<file path="config.mk">
export PLATFORM = sky130hd
export DESIGN_NAME = frame_scheduler
export DESIGN_NICKNAME = d
export VERILOG_FILES = /design/src/rtl/frame_scheduler.sv
export SDC_FILE = /design/constraint.sdc
export NUM_CORES = 1
export LEC_CHECK = 0
export BUFFER_PORTS_ARGS = -buffer_cell sky130_fd_sc_hd__buf_2
export CORE_MARGIN = 2
export CORE_UTILIZATION = 34
export DETAILED_ROUTE_END_ITERATION = 10
export GPL_TIMING_DRIVEN = 1
export PLACE_DENSITY = 0.59
export SLEW_MARGIN = 20
export SYNTH_ARGS = -nofsm -noshare
export SYNTH_HDL_FRONTEND = slang
export SYNTH_SLANG_ARGS = --single-unit
</file>
<file path="constraint.sdc">
create_clock -name clk -period 5.45 [get_ports clk]
set_clock_uncertainty 0.2 [all_clocks]
set_input_delay 0 -clock clk [delete_from_list [all_inputs] [get_ports clk]]
set_output_delay 0 -clock clk [all_outputs]
set_load 0.05 [all_outputs]
</file>
<file path="src/rtl/frame_scheduler.sv">
// -----------------------------------------------------------------------------
// frame_scheduler
//
// Runs the per-frame game-logic update sequence. Every FRAME_DIV accepted
// frame_end pulses it starts NUM_STAGES logic units one after another
// (player, enemies, collision, score, ...). Each stage waits for its own done,
// or for a TIMEOUT-cycle watchdog, so a sequence always completes.
//
// Start/done handshake: stage_start[i] is a one-cycle pulse issued from the
// START state. From the following cycle the scheduler sits in WAIT and samples
// only stage_done[i]; any cycle in which that bit is high (pulse or level)
// completes the stage. Done is never sampled in START, so a done level left
// over from an earlier stage cannot complete the next one early.
//
// Ports:
//   clk          in   clock
//   reset        in   synchronous, active-high reset
//   frame_end    in   one-cycle end-of-visible-frame pulse from sync generator
//   enable       in   gates acceptance of new frame_end pulses
//   stage_done   in   [NUM_STAGES] per-stage completion
//   stage_start  out  [NUM_STAGES] one-hot one-cycle start pulse
//   active_stage out  [SW] stage currently started/awaited, 0 when idle
//   busy         out  high whenever a sequence is in progress
//   update_done  out  one-cycle pulse when every stage of a frame is complete
//   frame_count  out  [8] completed sequences, wraps 255 -> 0
//   timeout_err  out  one-cycle pulse after a stage's watchdog expired
//   overrun      out  one-cycle pulse after a frame_end arrived while busy
//   overrun_flag out  sticky overrun, cleared only by reset
// -----------------------------------------------------------------------------
module frame_scheduler #(
   parameter int NUM_STAGES = 4,
   parameter int TIMEOUT    = 2048,
   parameter int FRAME_DIV  = 1,
   localparam int SW = (NUM_STAGES > 1) ? $clog2(NUM_STAGES) : 1,
   localparam int TW = $clog2(TIMEOUT) + 1
) (
   input  logic                  clk,
   input  logic                  reset,
   input  logic                  frame_end,
   input  logic                  enable,
   input  logic [NUM_STAGES-1:0] stage_done,
   output logic [NUM_STAGES-1:0] stage_start,
   output logic [SW-1:0]         active_stage,
   output logic                  busy,
   output logic                  update_done,
   output logic [7:0]            frame_count,
   output logic                  timeout_err,
   output logic                  overrun,
   output logic                  overrun_flag
);

   typedef enum logic [1:0] {
      IDLE   = 2'd0,
      START  = 2'd1,
      WAIT   = 2'd2,
      FINISH = 2'd3
   } state_t;

   localparam logic [7:0]    DIV_LAST   = 8'(FRAME_DIV - 1);
   localparam logic [TW-1:0] TIMER_LAST = TW'(TIMEOUT - 1);
   localparam logic [SW-1:0] STAGE_LAST = SW'(NUM_STAGES - 1);

   state_t        state;
   logic [SW-1:0] stage;
   logic [7:0]    div;
   logic [TW-1:0] timer;
   logic          cur_done;

   assign cur_done = stage_done[stage];

   always_ff @(posedge clk) begin
      if (reset) begin
         state        <= IDLE;
         stage        <= '0;
         div          <= '0;
         timer        <= '0;
         frame_count  <= '0;
         timeout_err  <= 1'b0;
         overrun      <= 1'b0;
         overrun_flag <= 1'b0;
      end else begin
         timeout_err <= 1'b0;
         overrun     <= 1'b0;

         // A frame_end that arrives mid-sequence (FINISH included) is dropped,
         // flagged, and leaves the divider untouched.
         if (state != IDLE && frame_end && enable) begin
            overrun      <= 1'b1;
            overrun_flag <= 1'b1;
         end

         case (state)
            IDLE: begin
               if (frame_end && enable) begin
                  if (div == DIV_LAST) begin
                     div   <= '0;
                     stage <= '0;
                     state <= START;
                  end else begin
                     div <= div + 8'd1;
                  end
               end
            end

            START: begin
               timer <= '0;
               state <= WAIT;
            end

            WAIT: begin
               // Watchdog expiry advances exactly like a done; a real done in
               // the same cycle takes priority and suppresses the error.
               if (cur_done || timer == TIMER_LAST) begin
                  if (!cur_done) begin
                     timeout_err <= 1'b1;
                  end
                  if (stage == STAGE_LAST) begin
                     state <= FINISH;
                  end else begin
                     stage <= stage + 1'b1;
                     state <= START;
                  end
               end else begin
                  timer <= timer + 1'b1;
               end
            end

            FINISH: begin
               frame_count <= frame_count + 8'd1;
               state       <= IDLE;
            end

            default: state <= IDLE;
         endcase
      end
   end

   // Outputs decoded purely from registered state.
   always_comb begin
      stage_start  = '0;
      active_stage = '0;
      if (state == START) begin
         stage_start[stage] = 1'b1;
      end
      if (state == START || state == WAIT) begin
         active_stage = stage;
      end
   end

   assign busy        = (state != IDLE);
   assign update_done = (state == FINISH);

endmodule

</file>
==> results of run 1 <==
==> registers in the layout, summed over array words and instances (netlist names) <==
signal,flops
frame_count,8
stage,2
overrun_flag,1
div,8
overrun,1
timer,12
state,2
timeout_err,1
==> Yosys cell counts, types with 2 or more instances <==
library cell,instances,area share (%)
nand3_1,5,1.4
or3_1,3,1.0
nor3_1,6,1.7
inv_1,10,2.1
dfxtp_1,35,39
nand4_1,10,3.5
nand2b_1,2,0.70
xnor2_1,11,5.4
mux2i_1,2,1.1
nor4b_1,2,0.98
nand2_1,15,3.1
clkbuf_1,4,0.84
nor4_1,6,2.1
xor2_1,9,4.4
nor2_1,31,6.5
and3_1,4,1.4
o21ai_0,2,0.56
a21oi_1,8,2.2
nand3b_1,2,0.84
a32o_1,2,1.1
or4_1,2,0.84
a21o_1,3,1.3
ha_1,12,8.4
a22oi_1,2,0.84
and2_1,6,2.1
==> path summary, 6_finish.rpt <==
kind	slack, ps	endpoint	cells past startpoint	from
setup / recovery	3020	timer[5]	5	stage[0]
hold reg to reg	270	overrun_flag	1	overrun_flag
setup reg to reg	3020	timer[5]	5	stage[0]
hold / removal	40	stage[0]	4	frame_end
==> through the flow <==
stage | cell area [sq um] | power, mW | util, %
2_1_floorplan | 1788 | 0.4362 | -
3_3_place_gp | 1976 | 0.4758 | 38.93
3_5_place_dp | 1976 | 0.4769 | 38.93
4_1_cts | 2125 | 0.6827 | 41.86
5_1_grt | 2125 | 0.7112 | 41.86
6_report | 2125 | 0.6753 | 41.86
==> final cells by class <==
cell class,instances,area [sq um]
clock buffer,6,82.58
clock inverter,2,16.27
fill,539,2950
inverter,10,37.54
multi-input combinational,154,1020
sequential,35,700.7
tap,70,87.58
timing repair buffer,31,180.2
==> metal layers <==
layer | part of all wire (%) | vias up
li1 | - | 771
met2 | 43 | 33
met1 | 52 | 673
met3 | 4.8 | 4
met5 | 0 | -
met4 | 0.96 | 0
==> cells by family after synthesis <==
logic type                 after synthesis
AOI/OAI and AO/OA                       20
adders and majority gates               12
xor gates and xnor gates                20
muxes                                    3
and+or+nand+nor                         99
DFF                                     35
buffers and inverters                   16
==> what timing repair did <==
item | 4_1_cts | 5_1_grt
resized for setup | 0 | 0
endpoints found under the hold margin | 16 | 0
hold buffers | 5 | 0
==> power groups by stage <==
stage | sequential, mW | combinational [mW] | clock, mW
final | 0.276 | 0.198 | 0.201
after CTS | 0.276 | 0.199 | 0.208
after global placement | 0.282 | 0.194 | 0
after detailed placement | 0.283 | 0.194 | 0
after floorplan | 0.289 | 0.148 | 0
after global routing | 0.278 | 0.215 | 0.218
==> critical path, cell delays in order (launching register included) <==
cell	delay, ps
dfxtp_1	460
mux4_2	600
and2_4	220
or2_4	260
or4_1	470
a21oi_1	150
==> metrics.yaml, run 1 <==
status: "completed"
grt_max_degree: 18
cts.clk_slew.worst_paths_ps: 70
dp_hpwl_um: 2576
postCtsSetupRepairBufs: 0
nets: 257
grt_pass1_vias: 1333
slew_headroom_pct: 46.28
crit_type: "register to register"
clock_sinks: 35
maxCapViolations: 0
powerDensity_nw_per_um2: 317.8
wl_per_cell_um: 11.53
power_frac_comb_pct: 29.4
p_leak_nw: 0.8436
grt_pass1_wl_um: 5961
io_buffers: 26
antenna_cells: 0
clock_latency_ps: 280
place_inst: 295
ant_nets: 0
cp-start-kind: "register"
final_cell_mix: "dfxtp_1, nor2_1, buf_2"
firstDrtPassIters: 4
dieHeight_um: 76.52
synthMuxAreaShare_pct: 2.379
drt-initial-drc-count: 115
synth.distinct_cells: 36
synth_top_family_by_area: "simple AND/OR/NAND/NOR gates"
avgSynthCellArea_sq_um: 8.722
peakVddDrop_mv: 0.1827
fin_setup_tns_ps: 0
final_common_cell: "dfxtp_1"
holdCritPathClass: "input port to register"
die_area_sq_um: 5855
yosysWarnings: 0
h-tree-depth: 2
root_buffer: "clkbuf_8"
grt_use_met1_pct: 16.98
final_cells: 308
cts_made_buffers: 5
synth_xor_area_share_pct: 9.797
arrival_ps: 2440
end_kind: "register"
syn-instance-count: 205
met3_usage_pct: 4.028
synth_fp_nets: 225
rsz0062_at_grt: "false"
crit_fanout: 9
die_x_um: 76.52
max_freq_mhz: 411.6
hold_viol_final: 0
gp_congestion: 0.7373
post-route-drc-count: 0
fin_ws_ps: 3021
start_util_pct: 35.23
setup-violations-final: 0
grt_overflow: 0
power_frac_clock_pct: 29.7
synthArstFlopShare_pct: 0
core_sq_um: 5075
tritoncts: "done"
p_sw_uw: 243.4
synth_seq_cells: 35
via_count: 1481
groute.layer.met2.usage_pct: 18.76
p_seq_share_pct: 40.9
drv_slew: 0
synth_edf_count: 0
fp-row-count: 26
grt_usage_pct: 12.48
io_pins: 27
timing.hold.ws_ps: 38.10
grt_busiest_layer: "met2"
swShare_pct: 36.04
synth_area_sq_um: 1788
fin_crit_ps: 2429
intPower_uw: 431.9
pre_cts_slack_ps: 3040
fin_crit_sh_pct: 44.58
drive_gt1_share_pct: 16.39
antenna_found_initial: 0
synthSimpleGateAreaFrac_pct: 28.62
clockBufferDepth: 2
syn2layout_area_growth_pct: 18.82
ys.flop_type: "dfxtp_1"
worstMarginPinSlew_ps: 797.1
ys_seq_area_share_pct: 39.19
required_ps: 5460
synth_compound_area_share_pct: 7.838
totalWireLength_um: 3550
synth-adder-area-share_pct: 8.397
vias_per_cell: 4.808
Power figures use the tool's default switching activity.
==> inputs of run 2 (changes only) <==
--- a/config.mk
+++ b/config.mk
@@ -10,7 +10,7 @@
 export CORE_UTILIZATION = 34
 export DETAILED_ROUTE_END_ITERATION = 10
 export GPL_TIMING_DRIVEN = 1
-export PLACE_DENSITY = 0.59
+export PLACE_DENSITY = 0.61
 export SLEW_MARGIN = 20
 export SYNTH_ARGS = -nofsm -noshare
 export SYNTH_HDL_FRONTEND = slang
==> constraint.sdc (replaced) <==
create_clock -name clk -period 2.1 [get_ports clk]
set_clock_uncertainty 0.2 [all_clocks]
set_input_delay 0 -clock clk [delete_from_list [all_inputs] [get_ports clk]]
set_output_delay 0 -clock clk [all_outputs]
set_load 0.05 [all_outputs]
==> run 2 against run 1 <==
  * Combinational power grew to 3.4 times the previous value
  * Clock-buffer cell count is 2 higher
  * Register-to-register slack worse by 3000 ps
  * Sequential share of layout area is 2.5 points lower
  * Non-clock buffer count is 20 higher
  * Cell area is 9.1% higher
  * Global-route usage is 0.56 points higher
  * First-iteration DRC count is 37% lower
  * Clock power grew to 2.6 times the previous value
  * Fmax is 17% higher
  * Critical endpoint unchanged
==> metrics.yaml, run 2 (synthesis results as in run 1) <==
rr_startpoint: "stage[0]"
drt-initial-drc-count: 72  # -37%
clockBufferDepth: 2  # unchanged
post-route-drc-count: 0  # unchanged
top_layer: "met4"
fin_crit_sh_pct: 99.19  # +55 points
design_area_sq_um: 2318  # +9.1%
top_regs: "timer (12), div (8), frame_count (8)"
cp-startpoint: "stage[0]"
dp_hpwl_um: 2671  # +3.7%
final_common_cell: "dfxtp_1"
cts.clk_slew.worst_paths_ps: 70  # about the same
clock_sinks: 35  # unchanged
peakVddDrop_mv: 0.3150  # +72%
h-tree-depth: 2  # unchanged
critPathTopFamily: "simple AND/OR/NAND/NOR gates"
dieHeight_um: 76.52  # unchanged
totalWireLength_um: 3667  # +3.3%
cp-start-kind: "register"
arrival_ps: 2110  # -330 ps
drive_gt1_share_pct: 26.36  # +10 points
met1_length_um: 1809  # -1.4%
grt_pass1_vias: 1434  # +7.6%
largest_register_ffs: 12  # unchanged
clock_latency_ps: 280  # about the same
core_sq_um: 5075  # unchanged
syn2layout_area_growth_pct: 29.67
final_cell_mix: "dfxtp_1, nor2_1, buf_2"
vias_per_cell: 4.799  # -0.20%
drv_slew: 0  # unchanged
r2r_cells: 5  # unchanged
post-layout-total-power_mw: 1.905  # +180%
setup-violations-final: 0  # unchanged
maxCapViolations: 0  # unchanged
required_ps: 2120  # -3340 ps
tritoncts: "done"
io_pins: 27  # unchanged
fin_crit_ps: 2083  # -346.5 ps
ant_nets: 0  # unchanged
hold_viol_final: 0  # unchanged
cpMaxStageDelayCell: "mux4_2"
fillers: 504  # -6.5%
antenna_found_initial: 0  # unchanged
multi_input_area_sq_um: 1060  # +3.9%
fp-row-count: 26  # unchanged
status: "completed"
powerDensity_nw_per_um2: 821.7  # +160%
grt_max_degree: 18  # unchanged
r2r_slack_ps: 20  # -3000 ps
root_buffer: "clkbuf_8"
die_area_sq_um: 5855  # unchanged
firstDrtPassIters: 4  # unchanged
wl_met3_um: 160  # -5.9%
antenna_cells: 0  # unchanged
crit_type: "register to register"
path_buf_inv: 0  # unchanged
grt_overflow: 0  # unchanged
timing.hold.ws_ps: 31.53  # -6.566 ps
crit_fanout: 2  # -7
fin_util_pct: 45.69  # +3.8 points
top_register: "timer"
max_freq_mhz: 480.1  # +17%
cts_made_buffers: 5  # unchanged
cp-endpoint: "timer[5]"
wl_per_cell_um: 11.18  # -3.0%
crit_chain: "mux4_2 > and2_4 > or2_4 > or4_1 > a21oi_1"
rsz0062_at_grt: "true"
grt_usage_pct: 13.04  # +0.56 points
final-seq-area_sq_um: 705.7  # +0.71%
p_leak_nw: 0.9580  # +14%
io_buffers: 26  # unchanged
worstMarginPinSlew_ps: 337.4  # -459.6 ps
hold_depth: 4  # unchanged
r2r-end: "timer[5]"
end_kind: "register"
cp.depth: 5  # unchanged
via_count: 1574  # +6.3%
met2_length_um: 1663  # +10%
start_util_pct: 35.23  # unchanged
die_x_um: 76.52  # unchanged
slew_headroom_pct: 77.30  # +31 points
nets: 277  # +7.8%
cpPeakStageDelay_ps: 510  # -90 ps
place_area_sq_um: 2135  # +8.0%
holdCritPathClass: "input port to register"
gp_congestion: 0.7840  # +6.3%
grt_pass1_wl_um: 6196  # +3.9%
## run 2: worst min path at each step
| stage | startpoint | end | slack [ps] |
|---|---|---|---|
| 2_1_floorplan | enable | overrun | -70 |
| 3_3_place_gp | enable | overrun | 70 |
| 3_5_place_dp | enable | overrun | 70 |
| 4_1_cts | frame_end | stage[0] | 20 |
| 5_1_grt | frame_end | stage[0] | 70 |
| 6_report | frame_end | stage[0] | 30 |
## run 2: power breakdown
group	switching, mW	internal, mW	leakage (nW)
Combinational	0.401	0.268	0.623
Clock	0.232	0.299	0.0515
Sequential	0.0149	0.689	0.284
## run 2: worst reg2reg max path, delay by kind of cell, from the launching register on
family / cells / cell delay [ps]
simple gates: 3 / 840
flops: 1 / 350
compound gates: 1 / 120
mux: 1 / 510
## run 2: area by class of cell
| type | instances | area share, % |
|---|---|---|
| inverter | 10 | 1.619 |
| multi-input combinational | 154 | 45.71 |
| sequential | 35 | 30.44 |
| timing repair buffer | 51 | 14.14 |
| clock buffer | 8 | 4.317 |
| tap | 70 | 3.778 |
## run 2: metal layers
layer	global-route usage, %	up-vias
met4	5.455	0
met5	0	-
met2	20.62	32
met3	3.673	2
met1	16.67	728
li1	-	812
## run 2: through the flow
stage / setup slack [ps] / setup TNS, ps / std cells
detailed placement: 25.80 / 0 / 315
CTS: 6.426 / 0 / 327
global placement: 47.58 / 0 / 315
floorplan: -137.0 / -137.0 / 205
finish: 17.05 / 0 / 328
global route: -44.30 / -83.97 / 328
## run 2: timing repair
action	CTS	global route
gates resized for setup	0	7
buffers inserted	0	1
endpoints found under the setup margin	0	11
hold buffers	4	0
endpoints found under the hold margin	15	0
==> inputs of run 3 (changes only) <==
--- a/config.mk
+++ b/config.mk
@@ -8,6 +8,7 @@
 export BUFFER_PORTS_ARGS = -buffer_cell sky130_fd_sc_hd__buf_2
 export CORE_MARGIN = 2
 export CORE_UTILIZATION = 34
+export CTS_BUF_LIST = sky130_fd_sc_hd__clkbuf_8
 export DETAILED_ROUTE_END_ITERATION = 10
 export GPL_TIMING_DRIVEN = 1
 export PLACE_DENSITY = 0.61
==> run 3 against run 2 <==
  * Die area did not move
  * Global-route usage unchanged
  * Sequential power about the same
  * Via count hardly changed
  * Worst hold slack got worse by 1.3 ps
  * Sequential share of layout area did not move
  * First-iteration DRC count increased by 1.4%
  * Clock-buffer cell count decreased by 1
  * Critical path depth unchanged
  * Combinational power is essentially flat
  * Fmax about the same
  * Flip-flop and latch count did not move
  * Critical endpoint unchanged
==> metrics.yaml, run 3 (synthesis results as in run 1) <==
power_frac_clock_pct: 27.8  # about the same
p_seq_share_pct: 37.0  # about the same
largest_register_ffs: 12  # unchanged
p_leak_nw: 0.9622  # +0.43%
grt_overflow: 0  # unchanged
grt_pass1_vias: 1434  # unchanged
vias_per_cell: 4.796  # about the same
fp-row-count: 26  # unchanged
power_frac_comb_pct: 35.2  # about the same
cp-startpoint: "stage[0]"
clock_sinks: 35  # unchanged
cpPeakStageDelay_ps: 510  # about the same
tritoncts: "done"
top_register: "timer"
die_x_um: 76.52  # unchanged
hold_viol_final: 0  # unchanged
final_common_cell: "dfxtp_1"
pre_cts_slack_ps: 25.80  # unchanged
post-route-drc-count: 0  # unchanged
cp-start-kind: "register"
fin_setup_tns_ps: 0  # unchanged
fin_crit_ps: 2084  # +1.506 ps
die_area_sq_um: 5855  # unchanged
cp.depth: 5  # unchanged
powerDensity_nw_per_um2: 820.3  # -0.16%
intPower_mw: 1.252  # -0.39%
top_regs: "timer (12), div (8), frame_count (8)"
hold_start: "frame_end"
arrival_ps: 2110  # about the same
antenna_cells: 0  # unchanged
r2r_slack_ps: 20  # about the same
max_freq_mhz: 479.7  # about the same
dp_hpwl_um: 2671  # unchanged
worstMarginPinSlew_ps: 337.4  # +0.0001192 ps
wl_per_cell_um: 11.20  # +0.16%
drt-initial-drc-count: 73  # +1.4%
p_sw_uw: 650.1  # +0.27%
cts.clk_slew.worst_paths_ps: 70  # about the same
drive_gt1_share_pct: 26.36  # unchanged
drv_slew: 0  # unchanged
io_pins: 27  # unchanged
final_cell_mix: "dfxtp_1, nor2_1, buf_2"
crit_type: "register to register"
antenna_found_initial: 0  # unchanged
syn2layout_area_growth_pct: 29.67  # unchanged
critPathTopFamily: "simple AND/OR/NAND/NOR gates"
grt_max_degree: 18  # unchanged
cpMaxStageDelayCell: "mux4_2"
h-tree-depth: 2  # unchanged
fin_ws_ps: 15.54  # -1.506 ps
root_buffer: "clkbuf_8"
dieHeight_um: 76.52  # unchanged
ant_nets: 0  # unchanged
rr_startpoint: "stage[0]"
gp_congestion: 0.7840  # unchanged
core_sq_um: 5075  # unchanged
rsz0062_at_grt: "true"
required_ps: 2120  # about the same
nets: 277  # unchanged
clock_latency_ps: 280  # about the same
crit_fanout: 2  # unchanged
r2r_cells: 5  # unchanged
cp-endpoint: "timer[5]"
firstDrtPassIters: 4  # unchanged
path_buf_inv: 0  # unchanged
start_util_pct: 35.23  # unchanged
maxCapViolations: 0  # unchanged
via_count: 1573  # -0.064%
r2r-end: "timer[5]"
post-layout-total-power_mw: 1.902  # -0.16%
totalWireLength_um: 3673  # +0.16%
peakVddDrop_mv: 0.3129  # -0.68%
slew_headroom_pct: 77.30  # unchanged
swShare_pct: 34.18  # +0.15 points
crit_chain: "mux4_2 > and2_4 > or2_4 > or4_1 > a21oi_1"
end_kind: "register"
fin_crit_sh_pct: 99.26  # about the same
grt_pass1_wl_um: 6196  # unchanged
clockBufferDepth: 2  # unchanged
holdCritPathClass: "input port to register"
setup-violations-final: 0  # unchanged
grt_usage_pct: 13.04  # unchanged
io_buffers: 26  # unchanged
status: "completed"
cts_made_buffers: 5  # unchanged
==> run 3: cell count changes in the layout (fill, tap and decap cells not counted), sizes merged <==
cell    change
clkbuf      -1
inv         +1
==> run 3: worst reg2reg max path, stage by stage (launching register included) <==
cell and delay (ps):
dfxtp_4 350, mux4_2 510, and2_4 160, or2_4 220
or4_1 460, a21oi_1 120
==> run 3: power by group through the flow <==
stage	Clock [mW]	Combinational [mW]	Sequential, mW
after floorplan	0	0.391	0.748
after global placement	0	0.648	0.719
after detailed placement	0	0.645	0.720
after CTS	0.553	0.654	0.704
after global routing	0.575	0.726	0.708
final	0.528	0.669	0.704
==> run 3: layout make-up <==
| class | instances | area (sq um) |
|---|---|---|
| fill | 504 | 2756 |
| multi-input combinational | 154 | 1060 |
| sequential | 35 | 705.7 |
| timing repair buffer | 51 | 327.8 |
| clock buffer | 7 | 96.34 |
| tap | 70 | 87.58 |
| inverter | 10 | 37.54 |
| clock inverter | 1 | 3.754 |
==> run 3: layer usage <==
| metal | part of all wire, % | global-route usage [%] | wire (um) | vias up |
|---|---|---|---|---|
| li1 | - | - | - | 812 |
| met1 | 49 | 16.67 | 1813 | 728 |
| met2 | 45 | 20.62 | 1664 | 31 |
| met3 | 4.4 | 3.673 | 160 | 2 |
| met4 | 0.93 | 5.455 | 34 | 0 |
| met5 | 0 | 0 | 0 | - |
==> run 3: repair_timing <==
item,4_1_cts,5_1_grt
endpoints found under the setup margin,0,11
hold buffers,4,0
endpoints found under the hold margin,15,0
setup buffers,0,1
resized for setup,0,7
==> run 3: how the worst min path moves through the flow <==
stage / end / cells past startpoint
after global routing: stage[0] / 4
final: stage[0] / 4
after detailed placement: overrun / 3
after CTS: stage[0] / 4
after floorplan: overrun / 2
after global placement: overrun / 3
==> run 3: metrics by stage <==
stage | cell area [sq um] | hold slack, ps | util (%) | instances
3_3_place_gp | 2135 | 68.86 | 42.06 | 315
2_1_floorplan | 1797 | -69.89 | - | 205
3_5_place_dp | 2135 | 65.78 | 42.06 | 315
6_report | 2318 | 30.23 | 45.69 | 328
5_1_grt | 2318 | 64.85 | 45.69 | 328
4_1_cts | 2275 | 21.28 | 44.82 | 327
